**config.mk**
```make
export PLATFORM = sky130hd
export DESIGN_NAME = rdata_frame_reader
export DESIGN_NICKNAME = d
export VERILOG_FILES = /design/src/rtl/rdata_frame_reader.sv
export SDC_FILE = /design/constraint.sdc
export NUM_CORES = 1
export LEC_CHECK = 0
export ABC_AREA = 1
export ABC_CLOCK_PERIOD_IN_PS = 7990
export BUFFER_PORTS_ARGS = -buffer_cell sky130_fd_sc_hd__buf_2
export CELL_PAD_IN_SITES_DETAIL_PLACEMENT = 1
export CELL_PAD_IN_SITES_GLOBAL_PLACEMENT = 1
export CORE_UTILIZATION = 44
export DETAILED_ROUTE_END_ITERATION = 7
export PLACE_DENSITY = 0.95
export RECOVER_POWER = 25
export SLEW_MARGIN = 20
export SYNTH_ARGS = -nofsm -noshare
export SYNTH_HDL_FRONTEND = slang
export SYNTH_SLANG_ARGS = --single-unit
```
**constraint.sdc**
```tcl
create_clock -name rd_clk -period 7.99 [get_ports rd_clk]
set_clock_uncertainty 0.05 [all_clocks]
set_input_delay 0.3995 -clock rd_clk [delete_from_list [all_inputs] [get_ports rd_clk]]
set_output_delay 0.3995 -clock rd_clk [all_outputs]
set_load 0.02 [all_outputs]
```
**src/rtl/rdata_frame_reader.sv**
```systemverilog
// Read-side consumer of the prefetch FIFO: pops wide words, unpacks them into
// pixels and emits a valid/ready pixel stream with line and frame markers.
module rdata_frame_reader #(
    parameter int IN_W  = 128,
    parameter int OUT_W = 32,
    parameter int RATIO = 4,
    parameter int H_W   = 12,
    parameter int V_W   = 12
) (
    input  logic             rd_clk,
    input  logic             rd_rst,
    input  logic             frame_start,
    input  logic [H_W-1:0]   h_pixels,
    input  logic [V_W-1:0]   v_lines,
    input  logic [IN_W-1:0]  fifo_rd_data,
    input  logic             fifo_rd_vld,
    output logic             fifo_rd_en,
    output logic [OUT_W-1:0] pix_data,
    output logic             pix_valid,
    input  logic             pix_ready,
    output logic             pix_sol,
    output logic             pix_eol,
    output logic             pix_sof,
    output logic             pix_eof,
    output logic             busy,
    output logic             frame_done,
    output logic             underrun
);

    localparam int LANE_W = (RATIO > 1) ? $clog2(RATIO) : 1;
    localparam logic [LANE_W-1:0] LANE_LAST = LANE_W'(RATIO - 1);

    typedef enum logic {IDLE, RUN} state_t;

    state_t            state;
    state_t            state_nxt;
    logic [IN_W-1:0]   hold_data;
    logic              hold_vld;
    logic [LANE_W-1:0] lane;
    logic [H_W-1:0]    x_cnt;
    logic [H_W-1:0]    h_len;
    logic [V_W-1:0]    y_cnt;
    logic [V_W-1:0]    v_len;

    logic run;
    logic start_ok;
    logic x_last;
    logic y_last;
    logic acc;
    logic wend;
    logic last_acc;
    logic pop;
    logic starve;

    assign run      = (state == RUN);
    assign start_ok = frame_start & (h_pixels != '0) & (v_lines != '0);
    assign x_last   = (x_cnt == h_len - H_W'(1));
    assign y_last   = (y_cnt == v_len - V_W'(1));

    assign pix_valid = run & hold_vld;
    assign acc       = pix_valid & pix_ready;
    // A line end retires the word early; the next line starts on a fresh word.
    assign wend      = acc & ((lane == LANE_LAST) | x_last);
    assign last_acc  = acc & x_last & y_last;

    assign fifo_rd_en = run & (~hold_vld | wend) & ~last_acc;
    assign pop        = fifo_rd_en & fifo_rd_vld;
    assign starve     = run & ~hold_vld & ~fifo_rd_vld & pix_ready;

    always_comb begin
        pix_data = '0;
        for (int i = 0; i < RATIO; i++) begin
            if (lane == LANE_W'(i)) pix_data = hold_data[i*OUT_W +: OUT_W];
        end
    end

    assign pix_sol = pix_valid & (x_cnt == '0);
    assign pix_eol = pix_valid & x_last;
    assign pix_sof = pix_sol & (y_cnt == '0);
    assign pix_eof = pix_eol & y_last;
    assign busy    = run;

    always_ff @(posedge rd_clk or posedge rd_rst) begin
        if (rd_rst) state <= IDLE;
        else        state <= state_nxt;
    end

    always_comb begin
        state_nxt = state;
        case (state)
            IDLE:    if (start_ok) state_nxt = RUN;
            RUN:     if (last_acc) state_nxt = IDLE;
            default: state_nxt = IDLE;
        endcase
    end

    always_ff @(posedge rd_clk or posedge rd_rst) begin
        if (rd_rst) begin
            hold_data  <= '0;
            hold_vld   <= 1'b0;
            lane       <= '0;
            x_cnt      <= '0;
            y_cnt      <= '0;
            h_len      <= '0;
            v_len      <= '0;
            frame_done <= 1'b0;
            underrun   <= 1'b0;
        end else begin
            frame_done <= last_acc;
            underrun   <= starve;
            if (!run) begin
                if (start_ok) begin
                    h_len    <= h_pixels;
                    v_len    <= v_lines;
                    x_cnt    <= '0;
                    y_cnt    <= '0;
                    lane     <= '0;
                    hold_vld <= 1'b0;
                end
            end else begin
                // Last frame pixel is a word end with the pop suppressed.
                if (pop) begin
                    hold_data <= fifo_rd_data;
                    hold_vld  <= 1'b1;
                    lane      <= '0;
                end else if (wend) begin
                    hold_vld  <= 1'b0;
                end else if (acc) begin
                    lane      <= lane + LANE_W'(1);
                end
                if (acc) begin
                    if (x_last) begin
                        x_cnt <= '0;
                        y_cnt <= y_cnt + V_W'(1);
                    end else begin
                        x_cnt <= x_cnt + H_W'(1);
                    end
                end
            end
        end
    end

endmodule
```
==> impl_metrics.json <==
{
  "layout_min_cycle_time_ns": 4.07,
  "highest_layer": "met5",
  "cap_violations": 0,
  "coreArea_um2": 22800,
  "hp-class": "input port to register",
  "startpoint_type": "register",
  "synth_seq_area_share_pct": 44.3,
  "start_util_pct": 45.1,
  "slowest_delay_ns": 0.87,
  "worstPathArrival_ns": 4.38,
  "drive_gt1_share_pct": 24.6,
  "crit_fanout": 88,
  "wirelength_um": 31100,
  "cpLargestDelayFamily": "simple AND/OR/NAND/NOR gates",
  "antenna_left": 0,
  "rsz0062_at_grt": "no",
  "grt_start_max_net_pins": 139,
  "tritoncts": "built",
  "die_w_um": 155,
  "ctsResizeCount": 0,
  "wire_per_inst_um": 17.5,
  "place.detailed.hpwl_um": 21000,
  "slew_viol_final": 0,
  "overflow": 0,
  "rows": 55,
  "r2r-start": "h_len[0]$_DFFE_PP0P_",
  "dp_cells": 1734,
  "crit_type": "register to register",
  "required_ns": 8.30,
  "detail_route.vias_per_cell": 5.32,
  "antenna_found_initial": 10,
  "post-cts-setup-buffer-count": 0,
  "path_clk_slew_ns": 0.08,
  "multi_input_area_um2": 4870,
  "synth_cells": 1287,
  "cts_inserted_buffers": 17,
  "cts_sinks": 182,
  "utilization_pct": 51.8,
  "synth.distinct_cells": 39,
  "drt-initial-drc-count": 486,
  "powerDensity_nw_per_um2": 375,
  "final_cells": 1773,
  "setup_viol": 0,
  "via_count": 9424,
  "slowest_stage": "buf_4",
  "cp.buffers_inverters": 2,
  "syn_to_final_growth_pct": 14.8,
  "tns_ns": 0,
  "ys_warn_count": 0,
  "ff_latch_area_um2": 4550,
  "drc": 0,
  "timing.fmax_ghz": 0.246,
  "wl_met2_um": 15500,
  "outcome": "complete, no violations",
  "drt_pass1_iterations": 4,
  "crit_chain": "inv_1 -> ha_1 -> nand2_1 -> nor2_1 -> nand3_1 -> nand3_1 -> nand2_1 -> nor2_1 -> nand3_1 -> nor2_1 -> nand3_1 -> nand3_4 -> buf_4 -> nor2_1 -> a21oi_2",
  "syn_nets": 1454,
  "startpoint": "h_len[0]$_DFFE_PP0P_",
  "hold_buffers": 0,
  "die_area_um2": 24000,
  "hold_violations": 0,
  "io_buffers": 197,
  "timing.final.crit_share_pct": 50.9,
  "clk_latency_ns": 0.43,
  "wl_met3_um": 1200,
  "slew_headroom_pct": 24.7,
  "h-tree-depth": 4,
  "grt_pass1_wl_um": 50800,
  "cts_buffer_depth": 2,
  "wl_met1_um": 13400,
  "synth.cell_area_um2": 10300,
  "track_usage_pct": 26.6,
  "fill_cells": 2870,
  "postSynthAreaPerCell_um2": 7.99,
  "nets": 1607,
  "hp-start": "v_lines[6]",
  "vdd_drop_max_v": 0.000164,
  "cts_root_buffer": "clkbuf_16",
  "globalplace.congestion": 0.845,
  "io_pins": 198,
  "p_leak_nw": 6.00,
  "grt_pass1_vias": 10050,
  "ys_seq_elements": 182,
  "endpoint_kind": "register",
  "tightest_slew_ns": 1.13,
  "die_h_um": 155
}
## power by group
part	switching [W]	internal, W
sequential	0.000264	0.00130
clock	0.000405	0.000407
combinational	0.00139	0.000667
## layer usage
metal	track usage, %	vias to the layer above
li1	-	4487
met1	33.3	4645
met2	45.5	219
met3	4.46	69
met4	11.2	4
met5	0	-
## worst reg2reg max path, stage by stage, from the launching register on
cell,delay (ns)
dfrtp_1,0.40
inv_1,0.19
ha_1,0.25
nand2_1,0.10
nor2_1,0.20
nand3_1,0.10
nand3_1,0.14
nand2_1,0.08
nor2_1,0.10
nand3_1,0.09
nor2_1,0.16
nand3_1,0.24
nand3_4,0.63
buf_4,0.89
nor2_1,0.21
a21oi_2,0.16
## state kept, by name (all words and copies together), names as in the netlist
signal	cells
busy	1
frame_done	1
h_len	12
hold_data	128
hold_vld	1
lane	2
underrun	1
v_len	12
x_cnt	12
y_cnt	12
## final timing paths
path	endpoint	slack (ns)	cells past startpoint
max reg2reg	hold_data[108]$_DFFE_PP0P_	3.92	15
min in group asynchronous	hold_data[122]$_DFFE_PP0P_	0.16	2
max in group asynchronous	hold_data[61]$_DFFE_PP0P_	6.50	3
min	v_len[6]$_DFFE_PP0P_	0.13	3
min reg2reg	hold_data[34]$_DFFE_PP0P_	0.43	2
max	hold_data[108]$_DFFE_PP0P_	3.92	15
## placed cells by master (no fill, tap or decap), types with 18 or more instances in the layout
master	netlist	final
nor2_1	84	83
a21oi_1	24	24
o211ai_1	26	26
nand2_1	438	438
inv_1	92	89
nand3_1	94	94
dfrtp_1	182	182
o21ai_0	61	61
a21oi_2	18	18
xor2_1	18	18
nand3_2	82	81
buf_2	17	195
## synthesized netlist by cell type
cell type / number / share of area (%)
nor3b_1: 1 / 0.073
nand2_2: 3 / 0.18
buf_12: 9 / 1.8
clkinv_1: 2 / 0.073
a21oi_2: 18 / 1.5
dfrtp_1: 182 / 44
o211a_1: 1 / 0.097
nor3_1: 16 / 0.78
xnor2_1: 6 / 0.51
inv_1: 92 / 3.4
buf_2: 17 / 0.83
o31ai_1: 7 / 0.51
xor2_2: 1 / 0.16
nand2_1: 438 / 16
o211ai_1: 26 / 1.9
a221oi_1: 2 / 0.17
ha_1: 10 / 1.2
nor2_1: 84 / 3.1
nand4_1: 12 / 0.73
xor2_1: 18 / 1.5
or2_1: 1 / 0.061
o21ai_0: 61 / 3.0
clkbuf_1: 26 / 0.95
buf_4: 12 / 0.88
nand4_2: 1 / 0.12
o21ai_1: 1 / 0.049
o21bai_1: 1 / 0.073
nor4_1: 10 / 0.61
buf_6: 3 / 0.33
or2_2: 1 / 0.061
nand3_2: 82 / 8.0
nor2_2: 6 / 0.37
o22ai_1: 5 / 0.30
nand3_1: 94 / 4.6
a21oi_1: 24 / 1.2
buf_1: 3 / 0.11
nor2_4: 2 / 0.22
inv_2: 6 / 0.22
nand3b_1: 3 / 0.22
## cell type report
type,instances,share of cell area (%)
antenna,8,0.170
multi-input combinational,935,41.2
inverter,100,3.27
timing repair buffer,204,8.81
tap,313,3.32
clock inverter,13,0.986
clock buffer,18,3.64
sequential,182,38.6
## metrics by stage
step | area (um^2) | hold WS, ns | power (W) | setup WS, ns
6_report | 11800 | 0.130 | 0.00443 | 3.92
5_1_grt | 11800 | 0.128 | 0.00475 | 3.58
4_1_cts | 11800 | 0.114 | 0.00444 | 3.95
3_5_place_dp | 11200 | 0.419 | 0.00360 | 4.09
3_3_place_gp | 11200 | 0.411 | 0.00347 | 4.11
2_1_floorplan | 10300 | 0.399 | 0.00306 | 2.60
## kinds of logic (layout without fill, tap and decap cells)
group           count (synthesis)  after routing  synth area share, %
compound gates                146            146                 8.77
other cells                     0              8                    0
fa+ha+maj                      10             10                 1.22
xor+xnor                       25             25                 2.20
simple gates                  754            754                 35.0
buf+inv                       170            335                 8.49
flops                         182            182                 44.3
Note: power is estimated with default switching activity, not from simulation.
